===== config.mk =====
export PLATFORM = sky130hd
export DESIGN_NAME = host_uart_command_enc
export DESIGN_NICKNAME = d
export VERILOG_FILES = /design/src/rtl/host_uart_pkg.sv /design/src/rtl/host_uart_command_enc.sv
export SDC_FILE = /design/constraint.sdc
export NUM_CORES = 1
export LEC_CHECK = 0
export BUFFER_PORTS_ARGS = -buffer_cell sky130_fd_sc_hd__buf_4
export CAP_MARGIN = 0
export CORE_AREA = 2 2 210 212
export CTS_BUF_LIST = sky130_fd_sc_hd__clkbuf_8
export DETAILED_ROUTE_END_ITERATION = 7
export DIE_AREA = 0 0 212 214
export PLACE_DENSITY = 0.48
export SYNTH_ARGS = -nofsm -noshare
export SYNTH_HDL_FRONTEND = slang
export SYNTH_SLANG_ARGS = --single-unit

===== constraint.sdc =====
create_clock -name clk -period 1.6 [get_ports clk]
set_clock_uncertainty 0.1 [all_clocks]
set_input_delay 0.08 -clock clk [delete_from_list [all_inputs] [get_ports clk]]
set_output_delay 0.08 -clock clk [all_outputs]
set_load 0.01 [all_outputs]

===== src/rtl/host_uart_pkg.sv =====
// Shared constants and types for the host UART response encoder.
// The frame is 32 bytes, little-endian; byte k sits at bits [8k+7:8k].
package host_uart_pkg;

  localparam logic [15:0] ENCRYPT_ENABLE_RSP_ID  = 16'h0001;
  localparam logic [15:0] READ_YAW_RSP_ID        = 16'h0002;
  localparam logic [15:0] INVALID_COMMAND_RSP_ID = 16'h0004;

  localparam logic [7:0] STATUS_OK   = 8'h01;
  localparam logic [7:0] STATUS_FAIL = 8'h00;

  localparam int unsigned BYTE_ID_LO   = 32'd0;
  localparam int unsigned BYTE_ID_HI   = 32'd1;
  localparam int unsigned BYTE_STATUS  = 32'd2;
  localparam int unsigned BYTE_LEN     = 32'd3;
  localparam int unsigned BYTE_PAYLOAD = 32'd4;

  localparam int unsigned FRAME_BYTES = 32'd32;
  localparam int unsigned FRAME_BITS  = FRAME_BYTES * 32'd8;

  localparam logic [7:0] YAW_PAYLOAD_LEN = 8'd4;

  typedef enum logic [1:0] {
    ST_IDLE  = 2'd0,
    ST_BUILD = 2'd1,
    ST_DONE  = 2'd2
  } enc_state_e;

endpackage


===== src/rtl/host_uart_command_enc.sv =====
// Host-side response encoder: captures a response request while idle and
// builds a fixed 32-byte response frame, pulsing done (and error) once.
module host_uart_command_enc
  import host_uart_pkg::*;
(
  input  logic                  clk,
  input  logic                  reset,
  input  logic [263:0]          input_data,
  input  logic                  start,
  input  logic [15:0]           cmd_select,
  input  logic                  suc_or_fail_status,
  output logic [FRAME_BITS-1:0] output_data,
  output logic                  done,
  output logic                  error
);

  enc_state_e            state_q, state_d;
  logic [15:0]           id_q, id_d;
  logic                  ok_q, ok_d;
  logic [31:0]           yaw_q, yaw_d;
  logic [FRAME_BITS-1:0] frame_q, frame_d;
  logic                  done_q, done_d;
  logic                  error_q, error_d;

  // Only the low word carries payload; the rest of input_data is never used.
  logic data_unused_s;
  assign data_unused_s = ^input_data[263:32];

  function automatic logic [31:0] build_header(input logic [15:0] id,
                                               input logic [7:0]  status,
                                               input logic [7:0]  len);
    logic [31:0] h;
    h = 32'h0000_0000;
    h[BYTE_ID_LO*32'd8  +: 8] = id[7:0];
    h[BYTE_ID_HI*32'd8  +: 8] = id[15:8];
    h[BYTE_STATUS*32'd8 +: 8] = status;
    h[BYTE_LEN*32'd8    +: 8] = len;
    return h;
  endfunction

  function automatic logic is_supported(input logic [15:0] id);
    logic s;
    case (id)
      ENCRYPT_ENABLE_RSP_ID,
      READ_YAW_RSP_ID,
      INVALID_COMMAND_RSP_ID: s = 1'b1;
      default:                s = 1'b0;
    endcase
    return s;
  endfunction

  function automatic logic [FRAME_BITS-1:0] build_frame(input logic [15:0] id,
                                                        input logic        ok,
                                                        input logic [31:0] yaw);
    logic [FRAME_BITS-1:0] f;
    f = {FRAME_BITS{1'b0}};
    case (id)
      ENCRYPT_ENABLE_RSP_ID: begin
        f[31:0] = build_header(id, ok ? STATUS_OK : STATUS_FAIL, 8'd0);
      end
      READ_YAW_RSP_ID: begin
        if (ok) begin
          f[31:0] = build_header(id, STATUS_OK, YAW_PAYLOAD_LEN);
          f[BYTE_PAYLOAD*32'd8 +: 32] = yaw;
        end else begin
          f[31:0] = build_header(id, STATUS_FAIL, 8'd0);
        end
      end
      // Invalid-command reports always carry a fail status.
      INVALID_COMMAND_RSP_ID: begin
        f[31:0] = build_header(id, STATUS_FAIL, 8'd0);
      end
      default: begin
        f = {FRAME_BITS{1'b0}};
      end
    endcase
    return f;
  endfunction

  // Next-state, capture and frame-build logic.
  always_comb begin
    state_d = state_q;
    id_d    = id_q;
    ok_d    = ok_q;
    yaw_d   = yaw_q;
    frame_d = frame_q;
    done_d  = 1'b0;
    error_d = 1'b0;
    case (state_q)
      ST_IDLE: begin
        if (start) begin
          id_d    = cmd_select;
          ok_d    = suc_or_fail_status;
          yaw_d   = input_data[31:0];
          state_d = ST_BUILD;
        end else begin
          state_d = ST_IDLE;
        end
      end
      ST_BUILD: begin
        frame_d = build_frame(id_q, ok_q, yaw_q);
        done_d  = 1'b1;
        error_d = ~is_supported(id_q);
        state_d = ST_DONE;
      end
      ST_DONE: begin
        state_d = ST_IDLE;
      end
      default: begin
        state_d = ST_IDLE;
      end
    endcase
  end

  // State and output registers; reset aborts any frame in progress.
  always_ff @(posedge clk or negedge reset) begin
    if (!reset) begin
      state_q <= ST_IDLE;
      id_q    <= 16'h0000;
      ok_q    <= 1'b0;
      yaw_q   <= 32'h0000_0000;
      frame_q <= {FRAME_BITS{1'b0}};
      done_q  <= 1'b0;
      error_q <= 1'b0;
    end else begin
      state_q <= state_d;
      id_q    <= id_d;
      ok_q    <= ok_d;
      yaw_q   <= yaw_d;
      frame_q <= frame_d;
      done_q  <= done_d;
      error_q <= error_d;
    end
  end

  assign output_data = frame_q;
  assign done        = done_q;
  assign error       = error_q;

endmodule


==> results.yml <==
run_status:
  outcome: "complete, but fails checks"
  violations: "negative setup slack"
worst_hold_path:
  hp-class: "primary input to register"
  hp-start: "start"
detailed_routing:
  detail_route.wirelength_um: 14700
  wl_per_cell_um: 11.2
  final_antenna_net_count: 0
  vias: 3599
  drc: 0
  via_per_inst: 2.75
  drtIter0Drc: 164
  dr.pass1.iters: 4
clocking:
  ctsLongestPathBuffers: 2
  clk_pin_slew_ps: 110
  cts_made_buffers: 9
  root_buffer: "clkbuf_8"
  clk-insertion-delay-late_ps: 410
  cts.sinks: 102
  cts_tree: "yes"
  htreeDepth: 3
worst_setup_path:
  r2r_end: "output_data[52]$_DFFE_PN0P_"
  cp-endpoint: "output_data[52]$_DFFE_PN0P_"
  endpoint_kind: "register"
  critPathKind: "register to register"
  worst-path-max-fanout: 6
  cp-start-kind: "register"
  ff2ff_path_depth: 6
  worstReg2RegStart: "id_q[7]$_DFFE_PN0P_"
  reg2reg_slack_ps: -70
  arrival_ps: 1900
  required_ps: 1830
  critical_path.startpoint: "id_q[7]$_DFFE_PN0P_"
synth:
  yosysSeqAreaShare_pct: 45.5
  async_flop_share_pct: 100
  synth_edf_count: 0
  synth-seq-cells: 102
  synth_warnings: 0
  syn_inst: 552
  synth-main-ff-cell: "dfrtp_1"
  netlist_area_um2: 5610
  ys_types: 33
  synth.avg_cell_area_um2: 10.2
grt:
  grt_first_pass_wirelength_um: 20000
  grt_max_degree: 43
  grt_pass1_vias: 3351
  grt_overflow: 0
  grt_usage_pct: 6.02
  antenna_found_initial: 2
sta:
  post-route-min-period_ps: 1670
  rsz0062_at_grt: "true"
  fmax_ghz: 0.599
  tightestPinTransition_ps: 675
  fin_tns_setup_ps: -1520
  setup_viol: 32
  max-slew-margin-rel_pct: 54.8
  hold_viol: 0
  final.setup.worst_slack_ps: -68.7
  fin_crit_sh_pct: 104
  fin_hold_ws_ps: 53.4
  slew_viol_final: 0
pwr:
  power.density_nw_per_um2: 797
  irDropWorstVdd_uv: 307
  power.leakage_nw: 3.56
job:
  cap_violations: 0
place:
  pre_cts_ws_ps: -68.5
  placed_cell_area_um2: 6440
  io_buffers: 103
  hpwl_um: 9590
  globalplace.congestion: 0.642
floorplan:
  fp-row-count: 76
  die_h_um: 214
  coreArea_um2: 42900
  dieArea_um2: 45400
  die_w_um: 212
  io_pins: 542
  initial_core_util_pct: 13.1
final_layout:
  area_delta_synth_final_pct: 34.1
  design_area_um2: 7520
  drive_gt1_share_pct: 27.4
  nNetsFinal: 1003
  fin_util_pct: 17.5
[synthesized netlist by cell type (2+ instances only)]
| master | number | area (um^2) |
|---|---|---|
| buf_4 | 207 | 1550 |
| dfrtp_1 | 102 | 2550 |
| nand2_1 | 69 | 259 |
| inv_1 | 34 | 128 |
| o21ai_0 | 34 | 170 |
| o31ai_2 | 24 | 300 |
| mux2_2 | 16 | 180 |
| and2_1 | 13 | 81.3 |
| clkbuf_1 | 11 | 41.3 |
| o31ai_1 | 6 | 45.0 |
| buf_2 | 5 | 25.0 |
| o21ai_1 | 4 | 20.0 |
| buf_6 | 3 | 33.8 |
| buf_1 | 2 | 7.51 |
| nor4_2 | 2 | 25.0 |
| o31ai_4 | 2 | 42.5 |
| xor2_1 | 2 | 17.5 |
[timing repair]
| action | 4_1_cts | 5_1_grt |
|---|---|---|
| pin swaps | 0 | 29 |
| buffers inserted | 0 | 2 |
| gates cloned | 0 | 4 |
| hold endpoints to repair | 151 | 0 |
| resized for setup | 5 | 31 |
| endpoints found under the setup margin | 32 | 73 |
| hold buffers | 52 | 0 |
[flip-flops by register name, indices dropped and copies added (netlist names)]
name / count
output_data: 50
ok_q: 1
done: 1
id_q: 16
state_q: 1
yaw_q: 32
error: 1
[critical path, stage by stage, from the launching register on]
cell and delay [ps]:
dfrtp_1 400, nor4_2 260, buf_4 180, nand4_4 100
buf_12 180, buf_6 160, o31ai_2 200
[routing by layer]
layer | global-route usage, % | up-vias | part of all wire (%)
met4 | 3.00 | 2 | 1.9
li1 | - | 1680 | -
met1 | 7.24 | 1706 | 43
met2 | 9.55 | 195 | 47
met5 | 0 | - | 0.048
met3 | 2.01 | 16 | 7.6
[area by class of cell]
cell class,count,area (um^2)
clock inverter,6,53.8
inverter,34,128
sequential,102,2550
fill,4749,35400
multi-input combinational,393,2290
timing repair buffer,179,1640
antenna,1,2.50
clock buffer,9,124
tap,585,732
[where the power goes]
part / total, mW / leakage, nW / switching (mW) / internal [mW]
registers: 3.01 / 1.33 / 0.127 / 2.88
logic: 1.33 / 2.14 / 0.846 / 0.484
clock network: 1.65 / 0.0882 / 1.06 / 0.586
[worst min path at each step]
stage	to	slack (ps)	cells past startpoint
after global routing	state_q[0]$_DFF_PN0_	10	3
after floorplan	done$_DFF_PN0_	-320	0
after detailed placement	output_data[9]$_DFFE_PN0P_	-60	1
after CTS	state_q[0]$_DFF_PN0_	20	3
after global placement	output_data[3]$_DFFE_PN0P_	-70	1
final	state_q[0]$_DFF_PN0_	50	3
[kinds of logic after synthesis]
kind of cell	Yosys count	share of synthesized area (%)
DFF	102	45.5
xor gates and xnor gates	2	0.312
other	1	0.0669
muxes	16	3.21
AOI/OAI and AO/OA	73	10.7
and+or+nand+nor	96	8.30
buffers and inverters	262	31.9
[cells in the final DEF, fill, tap and decap left out, drive strengths merged]
cell	synthesis	final
o21ai	38	38
clkinv	0	2
a32o	1	1
inv	34	37
nor3b	1	1
dlygate4sd3	0	52
nor3	1	1
nand3	1	1
nor4	2	2
xor2	2	2
o21a	1	1
conb	1	206
nor2b	1	1
nand2b	1	1
buf	217	124
diode	0	1
mux2	16	16
nand4b	1	1
and2	13	13
a21oi	1	1
and4	1	1
o31ai	32	32
clkinvlp	0	1
or4	1	1
clkbuf	11	12
and4bb	1	1
nor2	1	1
nand4	1	1
nand2	70	70
dfrtp	102	102
[stage by stage]
step                      power [mW]  instances
after global placement          4.20       1235
final                           5.99       1309
after detailed placement        4.22       1235
after CTS                       6.08       1302
after floorplan                 4.17        757
after global routing            6.44       1309
No activity file was read; power rests on OpenSTA's default activity.
